**config.mk**
```make
export PLATFORM = sky130hd
export DESIGN_NAME = mul_div_ctrl_flat
export DESIGN_NICKNAME = d
export VERILOG_FILES = /design/src/rtl/mul_div_ctrl_if.sv /design/src/rtl/mul_div_ctrl.sv /design/src/flat_wrapper.sv
export SDC_FILE = /design/constraint.sdc
export NUM_CORES = 2
export LEC_CHECK = 0
export CAP_MARGIN = 20
export CORE_ASPECT_RATIO = 1.1
export CORE_MARGIN = 4
export CORE_UTILIZATION = 65
export CTS_CLUSTER_SIZE = 25
export DETAILED_ROUTE_END_ITERATION = 8
export GPL_ROUTABILITY_DRIVEN = 0
export PLACE_DENSITY = 0.81
export SKIP_LAST_GASP = 1
export SYNTH_ARGS = -nofsm -noshare
export SYNTH_HDL_FRONTEND = slang
export SYNTH_SLANG_ARGS = --single-unit
```
**constraint.sdc**
```tcl
create_clock -name clk -period 25.2 [get_ports clk]
set_input_delay 5.04 -clock clk [delete_from_list [all_inputs] [get_ports clk]]
set_output_delay 5.04 -clock clk [all_outputs]
set_load 0.05 [all_outputs]
```
**src/rtl/mul_div_ctrl_if.sv**
```systemverilog
// rtl/mul_div_ctrl_if.sv - request/response and HI/LO bundle for the mul/div controller
interface mul_div_ctrl_if;
    logic        req_valid;
    logic [12:0] req_op;
    logic [31:0] req_src1;
    logic [31:0] req_src2;
    logic        req_ready;
    logic        flush;
    logic        resp_valid;
    logic [31:0] resp_data;
    logic        busy;
    logic [31:0] hi;
    logic [31:0] lo;

    modport master (
        output req_valid, req_op, req_src1, req_src2, flush,
        input  req_ready, resp_valid, resp_data, busy, hi, lo
    );

    modport slave (
        input  req_valid, req_op, req_src1, req_src2, flush,
        output req_ready, resp_valid, resp_data, busy, hi, lo
    );
endinterface

```
**src/rtl/mul_div_ctrl.sv**
```systemverilog
// rtl/mul_div_ctrl.sv - HI/LO owner sequencing multiply, restoring divide and mt/mf ops
module mul_div_ctrl #(
    parameter int MUL_LAT = 2
) (
    input  logic           clk,
    input  logic           resetn,
    mul_div_ctrl_if.slave  bus
);
    typedef enum logic [1:0] {IDLE = 2'd0, MUL = 2'd1, DIV = 2'd2} state_t;

    state_t      state, state_next;
    logic [5:0]  cnt;
    logic [31:0] op_a, op_b;
    logic        mul_signed;
    logic [1:0]  mul_kind;
    logic [31:0] div_q, div_r, div_d;
    logic        neg_q, neg_r;
    logic [31:0] hi_q, lo_q, resp_data_q;
    logic        resp_valid_q;

    logic [12:0] op;
    logic        op_valid, is_mul_fam, is_div_fam, accept, commit;
    logic        a_neg, b_neg;

    assign op         = bus.req_op;
    assign op_valid   = (op != 13'd0) && ((op & (op - 13'd1)) == 13'd0);
    assign is_mul_fam = op_valid && (|op[12:6]);
    assign is_div_fam = op_valid && (|op[5:4]);
    assign accept     = bus.req_valid & bus.req_ready;
    assign a_neg      = op[4] & bus.req_src1[31];
    assign b_neg      = op[4] & bus.req_src2[31];

    assign bus.req_ready  = (state == IDLE) & ~bus.flush;
    assign bus.busy       = (state != IDLE);
    assign bus.resp_valid = resp_valid_q;
    assign bus.resp_data  = resp_data_q;
    assign bus.hi         = hi_q;
    assign bus.lo         = lo_q;

    // Operands are widened with their sign only for the signed ops, so one
    // 64x64 truncated product covers both signednesses modulo 2^64.
    logic [63:0] ext_a, ext_b, prod, acc, mul_result;
    assign ext_a = {{32{mul_signed & op_a[31]}}, op_a};
    assign ext_b = {{32{mul_signed & op_b[31]}}, op_b};
    assign prod  = ext_a * ext_b;
    assign acc   = {hi_q, lo_q};

    always_comb begin
        mul_result = prod;
        case (mul_kind)
            2'd1:    mul_result = acc + prod;
            2'd2:    mul_result = acc - prod;
            default: mul_result = prod;
        endcase
    end

    // One restoring step: shift the next dividend bit into the remainder and
    // keep the subtraction only when it does not borrow.
    logic [32:0] shifted;
    logic [31:0] trial, q_fix, r_fix;
    logic        take;
    assign shifted = {div_r, div_q[31]};
    assign take    = (shifted >= {1'b0, div_d});
    assign trial   = 32'(shifted - {1'b0, div_d});
    assign q_fix   = neg_q ? (32'd0 - div_q) : div_q;
    assign r_fix   = neg_r ? (32'd0 - div_r) : div_r;

    always_ff @(posedge clk or negedge resetn) begin
        if (!resetn) state <= IDLE;
        else         state <= state_next;
    end

    always_comb begin
        state_next = state;
        commit     = 1'b0;
        case (state)
            IDLE: begin
                if (accept && is_mul_fam)      state_next = MUL;
                else if (accept && is_div_fam) state_next = DIV;
            end
            MUL, DIV: begin
                if (cnt == 6'd0) begin
                    commit     = ~bus.flush;
                    state_next = IDLE;
                end
            end
            default: state_next = IDLE;
        endcase
        if (bus.flush) state_next = IDLE;
    end

    always_ff @(posedge clk or negedge resetn) begin
        if (!resetn) begin
            cnt          <= 6'd0;
            op_a         <= 32'd0;
            op_b         <= 32'd0;
            mul_signed   <= 1'b0;
            mul_kind     <= 2'd0;
            div_q        <= 32'd0;
            div_r        <= 32'd0;
            div_d        <= 32'd0;
            neg_q        <= 1'b0;
            neg_r        <= 1'b0;
            hi_q         <= 32'd0;
            lo_q         <= 32'd0;
            resp_data_q  <= 32'd0;
            resp_valid_q <= 1'b0;
        end else begin
            resp_valid_q <= 1'b0;
            if (accept) begin
                if (!(is_mul_fam || is_div_fam)) begin
                    resp_valid_q <= 1'b1;
                    resp_data_q  <= (op_valid && op[2]) ? hi_q :
                                    (op_valid && op[3]) ? lo_q : 32'd0;
                end
                if (op_valid && op[0]) hi_q <= bus.req_src1;
                if (op_valid && op[1]) lo_q <= bus.req_src1;
                if (is_mul_fam) begin
                    op_a       <= bus.req_src1;
                    op_b       <= bus.req_src2;
                    mul_signed <= op[6] | op[8] | op[9] | op[11];
                    mul_kind   <= op[8] ? 2'd3 : (op[9] | op[10]) ? 2'd1 :
                                  (op[11] | op[12]) ? 2'd2 : 2'd0;
                    cnt        <= 6'(MUL_LAT - 1);
                end
                if (is_div_fam) begin
                    div_q <= a_neg ? (32'd0 - bus.req_src1) : bus.req_src1;
                    div_d <= b_neg ? (32'd0 - bus.req_src2) : bus.req_src2;
                    div_r <= 32'd0;
                    neg_q <= a_neg ^ b_neg;
                    neg_r <= a_neg;
                    cnt   <= 6'd32;
                end
            end else if (state == MUL && !bus.flush) begin
                if (commit) begin
                    resp_valid_q <= 1'b1;
                    if (mul_kind == 2'd3) begin
                        resp_data_q <= prod[31:0];
                    end else begin
                        resp_data_q  <= 32'd0;
                        {hi_q, lo_q} <= mul_result;
                    end
                end else begin
                    cnt <= cnt - 6'd1;
                end
            end else if (state == DIV && !bus.flush) begin
                if (commit) begin
                    resp_valid_q <= 1'b1;
                    resp_data_q  <= 32'd0;
                    hi_q         <= r_fix;
                    lo_q         <= q_fix;
                end else begin
                    cnt   <= cnt - 6'd1;
                    div_q <= {div_q[30:0], take};
                    div_r <= take ? trial : shifted[31:0];
                end
            end
        end
    end
endmodule
```
**src/flat_wrapper.sv**
```systemverilog
// flat-port wrapper written by rule: the top's interface ports become plain ports
module mul_div_ctrl_flat 
#(
    parameter int MUL_LAT = 2
)
  (clk, resetn, bus_req_valid, bus_req_op, bus_req_src1, bus_req_src2, bus_flush, bus_req_ready, bus_resp_valid, bus_resp_data, bus_busy, bus_hi, bus_lo);
  mul_div_ctrl_if bus_i ();
  input  logic clk;
  input  logic resetn;
  input wire logic [$bits(bus_i.req_valid)-1:0] bus_req_valid;
  input wire logic [$bits(bus_i.req_op)-1:0] bus_req_op;
  input wire logic [$bits(bus_i.req_src1)-1:0] bus_req_src1;
  input wire logic [$bits(bus_i.req_src2)-1:0] bus_req_src2;
  input wire logic [$bits(bus_i.flush)-1:0] bus_flush;
  output wire logic [$bits(bus_i.req_ready)-1:0] bus_req_ready;
  output wire logic [$bits(bus_i.resp_valid)-1:0] bus_resp_valid;
  output wire logic [$bits(bus_i.resp_data)-1:0] bus_resp_data;
  output wire logic [$bits(bus_i.busy)-1:0] bus_busy;
  output wire logic [$bits(bus_i.hi)-1:0] bus_hi;
  output wire logic [$bits(bus_i.lo)-1:0] bus_lo;
  assign bus_i.req_valid = bus_req_valid;
  assign bus_i.req_op = bus_req_op;
  assign bus_i.req_src1 = bus_req_src1;
  assign bus_i.req_src2 = bus_req_src2;
  assign bus_i.flush = bus_flush;
  assign bus_req_ready = bus_i.req_ready;
  assign bus_resp_valid = bus_i.resp_valid;
  assign bus_resp_data = bus_i.resp_data;
  assign bus_busy = bus_i.busy;
  assign bus_hi = bus_i.hi;
  assign bus_lo = bus_i.lo;
  mul_div_ctrl #(.MUL_LAT(MUL_LAT)) u_core (.clk(clk), .resetn(resetn), .bus(bus_i));
endmodule
```
==> out/qor.txt <==
CP peak stage delay = 0.77 ns
Setup violations, final = 0
Final TNS setup = 0 ns
PortBufs = 179
Post-DP HPWL = 145,000 um
Post-synth EDFFs = 0
1st-iter DRT viols = 5,058
clk slew on worst S/H paths = 0.07 ns
Min Hold Slack = 0.477 ns
die area = 0.0983 sq mm
Final #Nets = 8,447
setup slack at placement = 13.16 ns
CTS Root Cell = clkbuf_16
Critical Path RT = 25.72 ns
Die Ht = 329 um
H-tree depth = 1
post-layout min period = 12.45 ns
vias in the first global route = 53,000
Worst setup SP type = flip-flop
Slowest cell on crit path = and2_1
Synth Flop Type = dfrtp_1
Vias = 51,200
pin count of the biggest net entering global routing = 158
Mapped Cells = 7,017
non-filler cells in the finished layout = 8,196
multi-input logic area = 0.0480 sq mm
Slew Limit Fails = 0
antenna violations before repair = 8
Synth async-reset ratio = 100%
unrepaired setup endpoints after global routing = no
I/O pin count = 180
Worst setup EP type = flip-flop
Initial Utilization = 65.5%
HP Class = reg -> reg
post-synthesis register bit count = 270
crit share post-route = 49.4%
crit path buf inv count = 6
worst relative slew slack = 23.1%
Area growth syn-to-layout = 6.04%
register area = 0.00676 sq mm
Final ANT Viol Nets = 0
Most Frequent Cell on Critical Path = fa_1
FP Rows = 117
TritonCTS clock tree = built
post-CTS sizing = 0
VDD IR-drop max = 0.0537 mV
maximum clock path buffer count = 3
Synth top area share = 37.2%
Post-CTS Hold Buffers = 0
Setup Fix Bufs, Post-CTS = 0
CP delay by family, top = adder cells
Chip Width = 299 um
outcome = completed
count leader, synth = inv_1
Vias/cell = 6.25
Setup Skew = 0.0363 ns
max cap viols = 0
post-synth top area cell = fa_1
routed length per placed instance = 22.3 um
CTS sink count = 270
Inserted Clock Buffers = 31
Lkg Pwr = 29.9 nW
Synth Warn # = 0
global-route wire length before repair = 289,000 um
Post-Syn Area = 0.0607 sq mm
layout cells sized above 1 = 4.55%
# DRC = 0
FILL cells = 7,058
DRT Wirelength = 183,000 um
CORE AREA = 0.0927 sq mm
DP Cell Count = 8,136
fin worst setup slack = 12.75 ns
Total Power = 1.14 mW
Syn Nets = 8,543
Overflow after GRT = 0
sequential element share of the synthesized area = 11.1%
GR Util All Layers = 37.5%
Clock Latency Late Sink = 0.64 ns
Final Hold Viols = 0
CP Class = reg -> reg
Commonest cells post-synth = 1,183 x inv_1, 1,127 x fa_1, 1,077 x nand2_1
Unique masters post-synth = 109
crit path DAT = 12.97 ns
Cell Pwr Density = 17.7 mW/mm^2
Peak Freq = 80.3 MHz
crit-path max FO = 54
Avg Inst Size Synth = 8.65 sq um
Slew @ Worst Pin = 1.15 ns
1st-pass router iterations = 6
dominant cells by area after synthesis = fa_1 37%, dfrtp_1 11%, inv_1 7.3%
[per-layer routing]
| layer | GRT usage (%) | part of all wire [%] | vias to the layer above |
|---|---|---|---|
| li1 | - | - | 21900 |
| met1 | 45.6 | 34 | 25200 |
| met2 | 59.8 | 46 | 3165 |
| met3 | 9.21 | 11 | 947 |
| met4 | 25.2 | 8.7 | 8 |
| met5 | 0 | 0.030 | - |
[power breakdown]
part	internal (mW)	leakage, nW	total [mW]	switching (mW)
clock	0.285	0.515	0.495	0.210
sequential	0.442	3.57	0.456	0.0145
combinational	0.0693	25.8	0.186	0.117
[flip-flops by register name, summed over array words and instances (netlist names)]
signal                 count
u_core.mul_kind            2
u_core.state               2
u_core.bus.lo             32
u_core.bus.resp_data      32
u_core.div_q              32
u_core.div_r              32
u_core.bus.resp_valid      1
u_core.neg_q               1
u_core.op_a               32
u_core.op_b               32
u_core.mul_signed          1
u_core.div_d              32
u_core.neg_r               1
u_core.bus.hi             32
u_core.cnt                 6
[layout make-up]
class                      count  share of cell area, %
antenna                        7                 0.0272
clock buffer                  42                   1.38
clock inverter                10                  0.255
inverter                    1183                   6.90
multi-input combinational   5167                   74.6
sequential                   270                   10.5
tap                         1249                   2.43
timing repair buffer         268                   3.89
[tightest hold or removal path: stages (launching register included)]
cell,delay (ns)
dfrtp_1,0.34
nand2_1,0.05
o21ai_0,0.06
[cell usage in the layout, fill, tap and decap left out, types with 76 or more instances in the layout]
master	instances
and2_1	389
a21o_1	84
nand2_1	1076
dfrtp_1	270
xnor2_1	192
ha_1	317
buf_4	86
mux2_2	76
clkdlybuf4s50_1	178
xor2_1	119
inv_1	1183
fa_1	1127
o21ai_0	318
nor2_1	266
a21oi_1	325
[cells by family (layout without fill, tap and decap cells)]
| group | after synthesis | count (layout) | synth area share (%) |
|---|---|---|---|
| buffers and inverters | 1580 | 1503 | 9.90 |
| AND/OR/NAND/NOR | 2146 | 2146 | 16.7 |
| XOR/XNOR | 313 | 313 | 4.55 |
| other | 0 | 7 | 0 |
| adder cells (fa/ha/maj) | 1445 | 1445 | 43.7 |
| flip-flops | 270 | 270 | 11.1 |
| AO/OA/AOI/OAI | 1162 | 1162 | 12.2 |
| multiplexers | 101 | 101 | 1.82 |
[final timing paths]
kind / startpoint / endpoint / slack (ns) / cells after the start
max in group asynchronous: resetn / u_core.bus.resp_data[26]$_DFFE_PN0P_ / 19.27 / 2
hold reg to reg: u_core.bus.resp_data[7]$_DFFE_PN0P_ / u_core.bus.resp_data[7]$_DFFE_PN0P_ / 0.48 / 2
hold / removal: u_core.bus.resp_data[7]$_DFFE_PN0P_ / u_core.bus.resp_data[7]$_DFFE_PN0P_ / 0.48 / 2
setup reg to reg: u_core.op_a[31]$_DFFE_PN0P_ / u_core.bus.hi[30]$_DFFE_PN0P_ / 12.75 / 37
setup / recovery: u_core.op_a[31]$_DFFE_PN0P_ / u_core.bus.hi[30]$_DFFE_PN0P_ / 12.75 / 37
min in group asynchronous: resetn / u_core.div_r[23]$_DFFE_PN0P_ / 4.47 / 1
[per-stage QoR]
step | util [%] | cell area [sq um]
after floorplan | - | 60700
after global placement | 68.3 | 63300
after detailed placement | 68.3 | 63300
after CTS | 69.4 | 64300
after global routing | 69.4 | 64300
final | 69.5 | 64400
(Power assumes the default switching activity.)
